===== src/rtl/prim_rec_ctrl.sv =====
// Primitive-recursion controller: f(x,0)=g(x), f(x,k+1)=h(x,k,f(x,k)).
// Sequences external g/h operation blocks over a start/ready handshake.
module prim_rec_ctrl #(
  parameter int BW    = 16,
  parameter int ICNT  = 2,
  parameter int SEL   = 1,
  parameter int MAXIT = 65535
) (
  input  logic             CLK,
  input  logic             RST,
  input  logic             ST,
  input  logic [ICNT*BW-1:0] IN,
  output logic             RD,
  output logic [BW-1:0]    RES,
  output logic             ERR,
  output logic             G_ST,
  input  logic             G_RD,
  input  logic [BW-1:0]    G_RES,
  output logic             H_ST,
  input  logic             H_RD,
  input  logic [BW-1:0]    H_RES,
  output logic [ICNT*BW-1:0] ARGS,
  output logic [BW-1:0]    K,
  output logic [BW-1:0]    ACC
);

  typedef enum logic [2:0] {
    S_IDLE,
    S_GST,
    S_GWT,
    S_HST,
    S_HWT,
    S_DONE
  } state_t;

  localparam logic [BW:0] MAXW = (BW+1)'(MAXIT);

  state_t            state_q, state_d;
  logic              rd_q, rd_d;
  logic [BW-1:0]     res_q, res_d;
  logic              err_q, err_d;
  logic              g_st_q, g_st_d;
  logic              h_st_q, h_st_d;
  logic [BW-1:0]     k_q, k_d;
  logic [BW-1:0]     acc_q, acc_d;
  logic [ICNT*BW-1:0] args_q, args_d;
  logic [BW-1:0]     n_q, n_d;
  logic              st_old_q;
  logic              g_rd_old_q;
  logic              h_rd_old_q;
  logic              g_arm_q, g_arm_d;
  logic              h_arm_q, h_arm_d;

  logic              st_rise;
  logic              g_done;
  logic              h_done;
  logic [BW-1:0]     in_n;
  logic [BW-1:0]     k_inc;

  assign st_rise = ST & ~st_old_q;
  // A child is done only on a ready rise after it was seen busy.
  assign g_done  = g_arm_q & G_RD & ~g_rd_old_q;
  assign h_done  = h_arm_q & H_RD & ~h_rd_old_q;
  assign in_n    = IN[SEL*BW +: BW];
  assign k_inc   = k_q + BW'(1);

  // Next-state and next-output computation for the sequencer.
  always_comb begin
    state_d = state_q;
    rd_d    = rd_q;
    res_d   = res_q;
    err_d   = err_q;
    k_d     = k_q;
    acc_d   = acc_q;
    args_d  = args_q;
    n_d     = n_q;
    g_arm_d = g_arm_q;
    h_arm_d = h_arm_q;
    unique case (state_q)
      S_IDLE: begin
        if (st_rise) begin
          args_d = IN;
          n_d    = in_n;
          err_d  = 1'b0;
          if ({1'b0, in_n} > MAXW) begin
            err_d = 1'b1;
            res_d = '0;
          end else begin
            rd_d    = 1'b0;
            k_d     = '0;
            state_d = S_GST;
          end
        end
      end
      S_GST: begin
        g_arm_d = 1'b0;
        state_d = S_GWT;
      end
      S_GWT: begin
        if (!G_RD) g_arm_d = 1'b1;
        if (g_done) begin
          acc_d   = G_RES;
          state_d = (n_q == '0) ? S_DONE : S_HST;
        end
      end
      S_HST: begin
        h_arm_d = 1'b0;
        state_d = S_HWT;
      end
      S_HWT: begin
        if (!H_RD) h_arm_d = 1'b1;
        if (h_done) begin
          acc_d   = H_RES;
          k_d     = k_inc;
          state_d = (k_inc == n_q) ? S_DONE : S_HST;
        end
      end
      S_DONE: begin
        res_d   = acc_q;
        rd_d    = 1'b1;
        state_d = S_IDLE;
      end
      default: state_d = S_IDLE;
    endcase
    g_st_d = (state_d == S_GST);
    h_st_d = (state_d == S_HST);
  end

  // State, registered outputs and edge-detect history.
  always_ff @(posedge CLK or posedge RST) begin
    if (RST) begin
      state_q    <= S_IDLE;
      rd_q       <= 1'b1;
      res_q      <= '0;
      err_q      <= 1'b0;
      g_st_q     <= 1'b0;
      h_st_q     <= 1'b0;
      k_q        <= '0;
      acc_q      <= '0;
      args_q     <= '0;
      n_q        <= '0;
      st_old_q   <= 1'b0;
      g_rd_old_q <= 1'b0;
      h_rd_old_q <= 1'b0;
      g_arm_q    <= 1'b0;
      h_arm_q    <= 1'b0;
    end else begin
      state_q    <= state_d;
      rd_q       <= rd_d;
      res_q      <= res_d;
      err_q      <= err_d;
      g_st_q     <= g_st_d;
      h_st_q     <= h_st_d;
      k_q        <= k_d;
      acc_q      <= acc_d;
      args_q     <= args_d;
      n_q        <= n_d;
      st_old_q   <= ST;
      g_rd_old_q <= G_RD;
      h_rd_old_q <= H_RD;
      g_arm_q    <= g_arm_d;
      h_arm_q    <= h_arm_d;
    end
  end

  assign RD   = rd_q;
  assign RES  = res_q;
  assign ERR  = err_q;
  assign G_ST = g_st_q;
  assign H_ST = h_st_q;
  assign ARGS = args_q;
  assign K    = k_q;
  assign ACC  = acc_q;

endmodule


===== config.mk =====
export PLATFORM = sky130hd
export DESIGN_NAME = prim_rec_ctrl
export DESIGN_NICKNAME = d
export VERILOG_FILES = /design/src/rtl/prim_rec_ctrl.sv
export SDC_FILE = /design/constraint.sdc
export NUM_CORES = 1
export LEC_CHECK = 0
export CORE_UTILIZATION = 41
export DETAILED_ROUTE_END_ITERATION = 16
export PLACE_DENSITY = 0.87
export SYNTH_ARGS = -nofsm -noshare
export SYNTH_HDL_FRONTEND = slang
export SYNTH_SLANG_ARGS = --single-unit
export TNS_END_PERCENT = 30

===== constraint.sdc =====
create_clock -name CLK -period 2.94 [get_ports CLK]
set_clock_uncertainty 0.2 [all_clocks]
set_input_delay 0.588 -clock CLK [delete_from_list [all_inputs] [get_ports CLK]]
set_output_delay 0.588 -clock CLK [all_outputs]
set_load 0.02 [all_outputs]

-- Yosys cells after proc, flatten, opt, wreduce, memory -nomap -nowiden
Cells that the tools add are included.
- logic and storage cells: 67
- register bits: 107
- bits of input ports: 69
- eq/ne operators: 13
- bitwise gates (word level): 8
- reduce and logical (&&, ||, !) cells: 13
- add/subtract/negate cells: 1
- mux-type cells: 18
- operators by type and width (cell ; number):
    $mux W16 ; 4
    $pmux W16 S2 ; 2
    $add A16 B1 Y16 const B ; 1
    $eq A16 B16 Y1 ; 1
    $logic_not A16 Y1 ; 1
    $mux W3 ; 5
    $pmux W3 S5 ; 1
    $ne A2 B2 Y1 const B ; 5
    $reduce_bool A2 Y1 ; 5
    $eq A3 B2 Y1 const B ; 3
    $reduce_and A2 Y1 ; 4
    $eq A3 B1 Y1 const B ; 2
    $eq A3 B3 Y1 const B ; 2
    $pmux W1 S2 ; 3
    $reduce_and A3 Y1 ; 2
    $and A1 B1 Y1 ; 5
    $logic_not A3 Y1 ; 1
    $mux W1 ; 3
    $not A1 Y1 ; 3

-- Logic depth before layout (Yosys ltp)
Gate-level depths: netlist (run 1).
- depth in word-level cells: 6
- gate-level depth with buffers: 10
- mapped depth without buffers: 7

-- Worst setup path before layout (run 1)
Ideal clock, no wire load.
- kind: register -> register
- from: register k_q[1], in the netlist K[1]
- to: register h_st_q, in the netlist H_ST
- period minus slack after synthesis: 2361 ps
- slack: 579 ps
- cell stages (with the launch flop): 9
- arrival time: 2033 ps
- path through: dfrtp_1 -> ha_1 -> buf_2 -> nand3_2 -> or4_4 -> mux2i_1 -> nor3_2 -> and2b_1 -> a21oi_1
- longest elaborated chain between the ends: 6
- ends and longest elaborated chain (what ; line ; source):
    start: declaration ; 44 ; logic [BW-1:0] k_q, k_d;
    start signal: assignment ; 154 ; k_q <= k_d;
    $add A16 B1 Y16 ; 65 ; assign k_inc = k_q + BW'(1);
    $eq A16 B16 Y1 ; 115 ; state_d = (k_inc == n_q) ? S_DONE : S_HST;
    $mux W3 ; 115 ;
    $mux W3 ; 112 ; if (h_done) begin
    $pmux W3 S5 ; 79 ; unique case (state_q)
    $eq A3 B2 Y1 ; 126 ; h_st_d = (state_d == S_HST);
    named net h_st_d ; 43 ; logic h_st_q, h_st_d;
    end signal: assignment ; 153 ; h_st_q <= h_st_d;
    end: declaration ; 43 ;
The timed path passes the listed nets, and every way through them passes these cells.
A chain may end at the register's enable or synchronous reset.

-- Worst setup path after layout (run 1)
- from: register k_q[0], in the netlist K[0]
- to: register h_st_q, in the netlist H_ST
The elaborated chain is that of the path after synthesis.

==> flow_metrics.py, run 1 <==
metrics = {
    "hold_path": {
        "min_path_type": "reg -> reg",
        "hp-start": "RD",
    },
    "yosys": {
        "post_synth_main_area_contributors": "dfrtp_1, mux2_2, nand2_1",
        "synth-async-reset-ratio": 1.000,
        "synth_top_area_cell": "dfrtp_1",
        "ys_ff_latch": 91,
        "synth_nets": 483,
        "synth_top_area_share": 0.5085,
        "synth_top_cells_by_count": "dfrtp_1, nand2_1, mux2_2",
        "syn_inst": 413,
        "yosysUniqueCellTypes": 56,
        "yosysSeqAreaShare": 0.5144,
        "syn_avg_cell_area_sq_um": 10.72,
        "synth_edf_count": 0,
        "yosys_warnings": 0,
        "synth_flop_cell": "dfrtp_1",
        "synth_area_sq_um": 4429,
        "synth_most_common_cell": "dfrtp_1",
    },
    "pwr": {
        "pwr-share-clk": 0.148,
        "power_switching_uw": 2224,
        "p_per_area_nw_per_um2": 924.3,
        "irDropWorstVdd_v": 0.0005586,
        "p_leak_uw": 0.002591,
        "power_frac_seq": 0.376,
        "pwr-share-comb": 0.476,
        "swShare": 0.3833,
        "p_int_uw": 3579,
    },
    "clock_network": {
        "clk_latency_ns": 0.36,
        "cts_buffer_depth": 2,
        "cts_buffers": 9,
        "clk_pin_slew_worst_paths_ns": 0.09,
        "ctsHtreeMaxLevel": 3,
        "root_buffer": "clkbuf_8",
        "cts_setup_buffers": 0,
        "ctsHoldBuffers": 0,
        "clock_sinks": 91,
        "cts_tree": "done",
        "cts_resized": 0,
    },
    "die": {
        "die_w_um": 105.9,
        "row_count": 37,
        "dieArea_sq_um": 11220,
        "initial_core_util": 0.4252,
        "io_pins": 153,
        "dieHeight_um": 105.9,
        "fp.coreArea_sq_um": 10420,
    },
    "run": {
        "max_cap_viol_count": 0,
    },
    "setup_path": {
        "cp_cell_sequence": "ha_1 -> nand3_2 -> o21ai_0 -> nand3_1 -> a211oi_1 -> nor3b_1 -> a21oi_1",
        "critPathCaptureType": "flop",
        "path_class": "reg -> reg",
        "critPathTopFamily": "compound AO/OA/AOI/OAI gates",
        "path_max_fanout": 10,
        "critical_path.max_stage_delay_ns": 0.57,
        "cp_slowest_cell": "dfrtp_1",
        "timing.rr.start": "K[0]",
        "cp-start-kind": "flop",
        "startpoint": "K[0]",
        "critPathBufInv": 0,
        "cp.required_ns": 2.98,
        "worstPathArrival_ns": 2.72,
    },
    "place": {
        "dp.cells": 683,
        "place_congestion": 0.8705,
        "post-dp-hpwl_mm": 8.226,
        "numPortBuffers": 151,
    },
    "final_layout": {
        "utilization": 0.6028,
        "multi_input_area_sq_um": 1996,
        "antenna_cells": 0,
        "syn2layout_area_growth_pct": 41.75,
        "final_nets": 628,
        "layout-drive-gt1-share": 0.1599,
        "ff_latch_area_sq_um": 2278,
        "n_fill_cell": 876,
        "finalNonFillerCells": 699,
    },
    "grt": {
        "grt_max_degree": 34,
        "overflow": 0,
        "grt_pass1_vias": 3584,
        "antenna_found_initial": 0,
        "grt_usage": 0.2059,
        "grt_pass1_wl_mm": 18.06,
    },
    "sta": {
        "setup_viol": 0,
        "fmax_mhz": 373.8,
        "tightest_slew_ns": 0.9249,
        "rsz0062_at_grt": "false",
        "max_slew_margin": 0.3811,
        "min_period_ns": 2.675,
        "slew_violations": 0,
        "final.setup.tns_ns": 0,
        "hold_viol_final": 0,
        "fin_crit_sh": 0.9099,
    },
    "detailed_routing": {
        "vias": 3712,
        "via_per_inst": 5.310,
        "routedWlPerCell_um": 15.90,
        "wl_met2_mm": 5.460,
        "firstDrtPassIters": 4,
        "wl_met1_mm": 4.814,
        "drc_errors": 0,
        "wl_met3_um": 604,
        "routed_wl_mm": 11.12,
        "drt_iter0_drc": 315,
        "ant_nets": 0,
        "highest_layer": "met4",
    },
    "run_status": {
        "outcome": "finished, final reports clean",
    },
}
==> cell usage in the layout (no fill, tap or decap), types with 2 or more instances in the layout <==
| cell type | count |
|---|---|
| clkdlybuf4s50_1 | 151 |
| nand4_1 | 4 |
| mux2_2 | 48 |
| nand3_1 | 5 |
| a211oi_1 | 2 |
| nor4_2 | 2 |
| nor3_1 | 5 |
| a31oi_1 | 19 |
| xnor2_1 | 16 |
| nand2_1 | 49 |
| nor2_1 | 38 |
| and3_1 | 2 |
| nand3_2 | 2 |
| a21oi_1 | 6 |
| or4_1 | 2 |
| o31ai_1 | 6 |
| buf_12 | 2 |
| o21ai_0 | 28 |
| inv_1 | 3 |
| o22ai_1 | 3 |
| nand2b_1 | 5 |
| nor4_1 | 4 |
| or3_1 | 3 |
| buf_4 | 8 |
| xor2_1 | 8 |
| nor3_2 | 2 |
| mux2i_1 | 2 |
| clkbuf_8 | 9 |
| nand3b_1 | 4 |
| dfrtp_1 | 90 |
| clkinv_4 | 2 |
==> cells by family (layout without fill, tap and decap cells) <==
kind of cell,Yosys count,count (layout),synth area share
simple gates,142,142,0.1701
flops,91,91,0.5144
compound gates,71,71,0.09689
mux,50,50,0.1266
buf+inv,32,182,0.03559
xor+xnor,25,25,0.05282
fa+ha+maj,1,1,0.002824
other cells,1,1,0.0008466
==> final cells by class <==
class                      instances  share of cell area
sequential                        91              0.3629
multi-input combinational        290              0.3179
timing repair buffer             161              0.2567
tap                              136             0.02710
clock buffer                      10             0.02033
clock inverter                     6             0.01156
inverter                           5            0.003587
==> power groups by stage <==
stage | Sequential [uW] | Clock (uW) | Combinational (uW)
2_1_floorplan | 2640 | 0 | 1030
4_1_cts | 2180 | 885 | 2790
3_5_place_dp | 2210 | 0 | 2780
3_3_place_gp | 2170 | 0 | 2720
5_1_grt | 2260 | 943 | 2930
6_report | 2180 | 857 | 2760
==> layer usage <==
metal  global-route usage  vias up
met4              0.08829        0
met3              0.02759       16
met1               0.2715     1815
li1                     -     1750
met2               0.3408      131
met5                    0        -
==> tightest hold or removal path: cells and delay by family, from the launching register on <==
kind | cells | cell delay (ns)
AOI/OAI and AO/OA | 1 | 0.08
buffers and inverters | 1 | 0.04
DFF | 1 | 0.38
==> registers in the layout (all words and copies together), names as in the netlist <==
register,flops
ARGS,32
g_arm_q,1
h_arm_q,1
g_rd_old_q,1
h_rd_old_q,1
RD,1
st_old_q,1
ACC,16
H_ST,1
K,16
state_q,3
G_ST,1
RES,16
==> worst paths after layout <==
path,endpoint,slack [ns],cells after the start
worst min register to register,RD,0.29,2
max in group asynchronous,state_q[2],1.42,3
worst min-delay path,RD,0.29,2
min in group asynchronous,ACC[10],0.52,2
worst max-delay path,H_ST,0.26,7
worst max register to register,H_ST,0.26,7
==> metrics by stage <==
step                      total power, uW  worst slack, ns  hold WS (ns)  instance area, sq um
final                                5803           0.2648        0.2947                  6279
after global routing                 6138           0.1111        0.3249                  6279
after CTS                            5854           0.2842        0.3026                  6279
after detailed placement             4985           0.2447        0.2878                  6078
after global placement               4886           0.2456        0.2776                  6078
after floorplan                      3667           0.5786        0.2601                  4433
(Power assumes the default switching activity.)
==> run 2: changes to the inputs <==
--- a/config.mk
+++ b/config.mk
@@ -8,7 +8,8 @@
 export CORE_UTILIZATION = 41
 export DETAILED_ROUTE_END_ITERATION = 16
 export PLACE_DENSITY = 0.87
+export SETUP_SLACK_MARGIN = 0.2
 export SYNTH_ARGS = -nofsm -noshare
 export SYNTH_HDL_FRONTEND = slang
 export SYNTH_SLANG_ARGS = --single-unit
-export TNS_END_PERCENT = 30
+export TNS_END_PERCENT = 20
==> run 2 against run 1 <==
Global-route usage unchanged. Critical path depth is the same. Maximum frequency increased by 2.9%. Hold slack is essentially flat. First-iteration DRC count shrank 0.32%. Die area did not move. Flip-flop and latch count unchanged. Cell count did not move. Total power is essentially flat. Sequential share of layout area is essentially flat. Critical path type unchanged. Largest power group unchanged.
==> flow_metrics.py, run 2 (synthesis results as in run 1) <==
metrics = {
    "clock_network": {
        "ctsHoldBuffers": 0,
        "cts_tree": "done",
        "clk_latency_ns": 0.36,
        "cts_buffers": 9,
        "ctsHtreeMaxLevel": 3,
        "clk_pin_slew_worst_paths_ns": 0.09,
        "cts_buffer_depth": 2,
        "cts_setup_buffers": 0,
        "root_buffer": "clkbuf_8",
        "clock_sinks": 91,
        "cts_resized": 0,
    },
    "pwr": {
        "power_uw": 5806,
        "irDropWorstVdd_v": 0.0005579,
        "p_per_area_nw_per_um2": 924.4,
        "p_leak_uw": 0.002588,
    },
    "detailed_routing": {
        "firstDrtPassIters": 5,
        "drc_errors": 0,
        "drt_iter0_drc": 314,
        "vias": 3734,
        "routedWlPerCell_um": 15.97,
        "via_per_inst": 5.342,
        "ant_nets": 0,
        "routed_wl_mm": 11.16,
    },
    "sta": {
        "max_slew_margin": 0.3504,
        "hold_viol_final": 0,
        "fin_crit_sh": 0.8845,
        "fmax_mhz": 384.6,
        "final.setup.tns_ns": 0,
        "rsz0062_at_grt": "false",
        "setup_viol": 0,
        "tightest_slew_ns": 0.9708,
        "slew_violations": 0,
        "min_period_ns": 2.600,
    },
    "die": {
        "initial_core_util": 0.4252,
        "dieArea_sq_um": 11220,
        "fp.coreArea_sq_um": 10420,
        "io_pins": 153,
        "dieHeight_um": 105.9,
        "row_count": 37,
        "die_w_um": 105.9,
    },
    "run_status": {
        "outcome": "finished, final reports clean",
    },
    "final_layout": {
        "final_nets": 628,
        "layout-drive-gt1-share": 0.1616,
        "syn2layout_area_growth_pct": 41.81,
        "ff_latch_area_sq_um": 2278,
        "multi_input_area_sq_um": 1998,
        "layout_commonest_cell": "clkdlybuf4s50_1",
        "antenna_cells": 0,
        "n_fill_cell": 875,
        "final_cell_mix": "clkdlybuf4s50_1, dfrtp_1, nand2_1",
        "largest_reg_flops": 32,
    },
    "setup_path": {
        "rrSetupSlack_ns": 0.34,
        "path_class": "reg -> reg",
        "cp.required_ns": 2.98,
        "cp-start-kind": "flop",
        "worstPathArrival_ns": 2.64,
        "reg2regPathDepth": 7,
        "path_max_fanout": 10,
        "critPathCaptureType": "flop",
    },
    "place": {
        "place_congestion": 0.8705,
        "post-dp-hpwl_mm": 8.226,
        "numPortBuffers": 151,
    },
    "grt": {
        "grt_pass1_vias": 3584,
        "overflow": 0,
        "antenna_found_initial": 0,
        "grt_usage": 0.2059,
        "grt_pass1_wl_mm": 18.06,
        "grt_max_degree": 34,
    },
    "hold_path": {
        "holdPathStages": 2,
        "min_path_type": "reg -> reg",
    },
    "run": {
        "max_cap_viol_count": 0,
    },
}
-- run 2: metal layers --
layer | wire, um | up-vias | global-route usage
li1 | - | 1750 | -
met1 | 4804 | 1816 | 0.2715
met2 | 5511 | 153 | 0.3408
met3 | 631 | 15 | 0.02759
met4 | 217 | 0 | 0.08829
met5 | 0 | - | 0
-- run 2: final timing paths --
path,start,endpoint
setup / recovery,K[0],H_ST
hold / removal,RD,RD
setup reg to reg,K[0],H_ST
hold reg to reg,RD,RD
max in group asynchronous,RST,state_q[2]
min in group asynchronous,RST,ACC[10]
-- run 2: per-stage QoR --
stage | hold slack, ns | std cells | setup WS, ns | cell area [sq um] | utilization
floorplan | 0.2601 | 413 | 0.5786 | 4433 | -
global placement | 0.2776 | 683 | 0.2456 | 6078 | 0.5835
detailed placement | 0.2878 | 683 | 0.2447 | 6078 | 0.5835
CTS | 0.3026 | 699 | 0.2842 | 6279 | 0.6028
global route | 0.3249 | 699 | 0.2077 | 6281 | 0.6030
finish | 0.2947 | 699 | 0.3397 | 6281 | 0.6030
-- run 2: report_power, final --
| group | switching (uW) | leakage [uW] | total [uW] | internal [uW] |
|---|---|---|---|---|
| combinational | 1320 | 0.00136 | 2760 | 1440 |
| sequential | 448 | 0.00113 | 2180 | 1740 |
| clock | 454 | 0.000103 | 857 | 404 |
-- run 2: area by class of cell --
| class | instances | share of cell area |
|---|---|---|
| clock buffer | 10 | 0.02032 |
| timing repair buffer | 161 | 0.2566 |
| inverter | 5 | 0.003586 |
| clock inverter | 6 | 0.01155 |
| tap | 136 | 0.02709 |
| sequential | 91 | 0.3627 |
| multi-input combinational | 290 | 0.3181 |
-- run 2: critical path: stages, from the launching register on --
cell	delay [ns]
dfrtp_1	0.59
ha_2	0.37
nand3_2	0.22
o21ai_0	0.22
nand3_1	0.09
a211oi_1	0.38
nor3b_1	0.31
a21oi_1	0.11
==> variant (config.mk and constraints of run 1) <==
`n_q` no longer has a reset.
--- a/src/rtl/prim_rec_ctrl.sv
+++ b/src/rtl/prim_rec_ctrl.sv
@@ -138,7 +138,6 @@
       k_q        <= '0;
       acc_q      <= '0;
       args_q     <= '0;
-      n_q        <= '0;
       st_old_q   <= 1'b0;
       g_rd_old_q <= 1'b0;
       h_rd_old_q <= 1'b0;
@@ -154,13 +153,16 @@
       k_q        <= k_d;
       acc_q      <= acc_d;
       args_q     <= args_d;
-      n_q        <= n_d;
       st_old_q   <= ST;
       g_rd_old_q <= G_RD;
       h_rd_old_q <= H_RD;
       g_arm_q    <= g_arm_d;
       h_arm_q    <= h_arm_d;
     end
+  end
+
+  always_ff @(posedge CLK) begin
+    n_q <= n_d;
   end
 
   assign RD   = rd_q;
Behaviour: same outputs for any inputs over 10 cycles, from zero or initial values and one cycle with RST high; that may be too few to reach the edited logic, so the function may still have changed.
==> variant against run 1 <==
- count of clock-buffer cells in the layout is the same
- worst setup slack worse by 68 ps
- power is 6.5% higher
- design area up 6.7%
- synthesized area grew 6.9%
- wire length rose by 6.6%
- largest cell class unchanged
- sequential cell count up 16
- non-clock buffer count rose by 2
==> variant: results (changes against run 1) <==
[metrics] run status: finished clean
[metrics] worst min path class: register to register
[metrics] layout cell share with drive strength beyond 1: 0.08157 (-0.07829)
[metrics] signal arrival time at the worst endpoint: 2760 ps (+40 ps)
[metrics] sequential element share of the synthesized area: 0.5827 (+0.06831)
[metrics] wire length of the first global-routing pass: 18.79 mm (+4.0%)
[metrics] start point of the critical path: K[1]
[metrics] count of cells resized by post-cts repair: 0 (unchanged)
[metrics] first-pass iteration count of the detailed router: 6 (+2)
[metrics] most frequent cells after synthesis: 119 x nand2_1, 90 x dfrtp_1, 33 x nor2_1
[metrics] detailed placement HPWL: 8.515 mm (+3.5%)
[metrics] global placement routability congestion: 0.8468 (-2.7%)
[metrics] cell with the largest stage delay on the worst path: nor4_1
[metrics] asr flop ratio synth: 0.8505 (-0.1495)
[metrics] biggest cell delay along the critical path: 650 ps (+80 ps)
[metrics] worst-path fanout max: 5 (-5)
[metrics] internal power: 3893 uW (+8.8%)
[metrics] end of the worst hold path: RD
[metrics] combinational power: 2670 uW (-3%)
[metrics] cell class contributing the biggest share of worst-path delay: simple AND/OR/NAND/NOR gates
[metrics] largest net degree at the start of global routing: 92 (+170%)
[metrics] number of nets in the synthesized netlist: 530 (+9.7%)
[metrics] largest vdd supply drop: 0.0006098 V (+9.2%)
[metrics] count of flip-flops with a built-in enable after synthesis: 16 (+16)
[metrics] actual slew at the worst max-slew pin: 934.0 ps (+9.142 ps)
[metrics] Setup WS pre-CTS: 169.8 ps (-74.98 ps)
[metrics] Distinct cells, synth: 51 (-8.9%)
[metrics] number of buffers inserted by port buffering: 151 (unchanged)
[metrics] wire per inst: 15.74 um (-1.0%)
[metrics] Worst Setup Path Type: register to register
[metrics] number of levels in the clock H-tree: 3 (unchanged)
[metrics] number of flip-flops in the largest register: 32 (unchanged)
[metrics] post-layout net count: 678 (+8.0%)
[metrics] Post-synth top flop: dfrtp_1
[metrics] clock input transition at the sequential cells of the worst setup and hold paths: 70 ps (-20 ps)
[metrics] Fill cells: 942 (+7.5%)
[metrics] number of global-route vias before repair: 3811 (+6.3%)
[metrics] Final WS setup: 196.6 ps (-68.23 ps)
[metrics] clock network power: 1130 uW (+32%)
[metrics] cell types with the largest area share after synthesis: dfrtp_1 48%, edfxtp_1 10%, nand2_1 9.4%
[metrics] GRT Util Overall: 0.2054 (-0.0004730)
[metrics] register-to-register setup slack: 200 ps (-70 ps)
[metrics] total vias in the final route: 3887 (+4.7%)
[metrics] hold-critical path depth: 2 (unchanged)
[metrics] worst reg2reg path endpoint: H_ST
[metrics] leakage power total: 0.002828 uW (+9.2%)
[metrics] Clock Latency Late Sink: 340 ps (-20 ps)
[metrics] buffer type at the clock tree root: clkbuf_16
[metrics] starting DRC count in detailed routing: 188 (-40%)
## variant: cell count changes after synthesis, moves of 10 or more
| cell | run 1 | this run |
|---|---|---|
| a21oi_1 | 6 | 20 |
| a31oi_1 | 19 | 2 |
| buf_2 | 15 | 5 |
| edfxtp_1 | 0 | 16 |
| mux2_2 | 48 | 16 |
| mux2i_1 | 2 | 17 |
| nand2_1 | 49 | 119 |
## variant: routing by layer
| layer | vias up | wire, um | global-route usage |
|---|---|---|---|
| met2 | 134 | 5868 | 0.3378 |
| met5 | - | 0 | 0 |
| met4 | 0 | 184 | 0.05905 |
| met3 | 18 | 858 | 0.05453 |
| li1 | 1872 | - | - |
| met1 | 1863 | 4942 | 0.2671 |
## variant: cell families (layout without fill, tap and decap cells)
family / count (synthesis) / after routing / share of synthesized area
other: 1 / 1 / 0.0007921
adders and majority gates: 1 / 1 / 0.002642
AOI/OAI and AO/OA: 67 / 67 / 0.08748
and+or+nand+nor: 196 / 196 / 0.1821
buffers and inverters: 32 / 185 / 0.02775
muxes: 33 / 33 / 0.07399
DFF: 107 / 107 / 0.5827
xor gates and xnor gates: 23 / 23 / 0.04255
## variant: cell type report
class / instances / area (um^2) / share of cell area
Sequential cell: 107 / 2760 / 0.4119
Tap cell: 140 / 175.2 / 0.02614
Clock inverter: 6 / 48.80 / 0.007282
Inverter: 6 / 26.28 / 0.003921
Multi-Input combinational cell: 321 / 1848 / 0.2758
Clock buffer: 10 / 229.0 / 0.03417
Timing Repair Buffer: 163 / 1614 / 0.2409
## variant: stage by stage
stage	hold WS [ps]	power (uW)	cell area (um^2)	cells
final	263.6	6179	6701	753
after global routing	301.3	6557	6701	753
after CTS	266.6	6241	6696	753
after detailed placement	253.4	5079	6419	737
after global placement	246.7	4963	6419	737
after floorplan	279.1	3772	4738	460
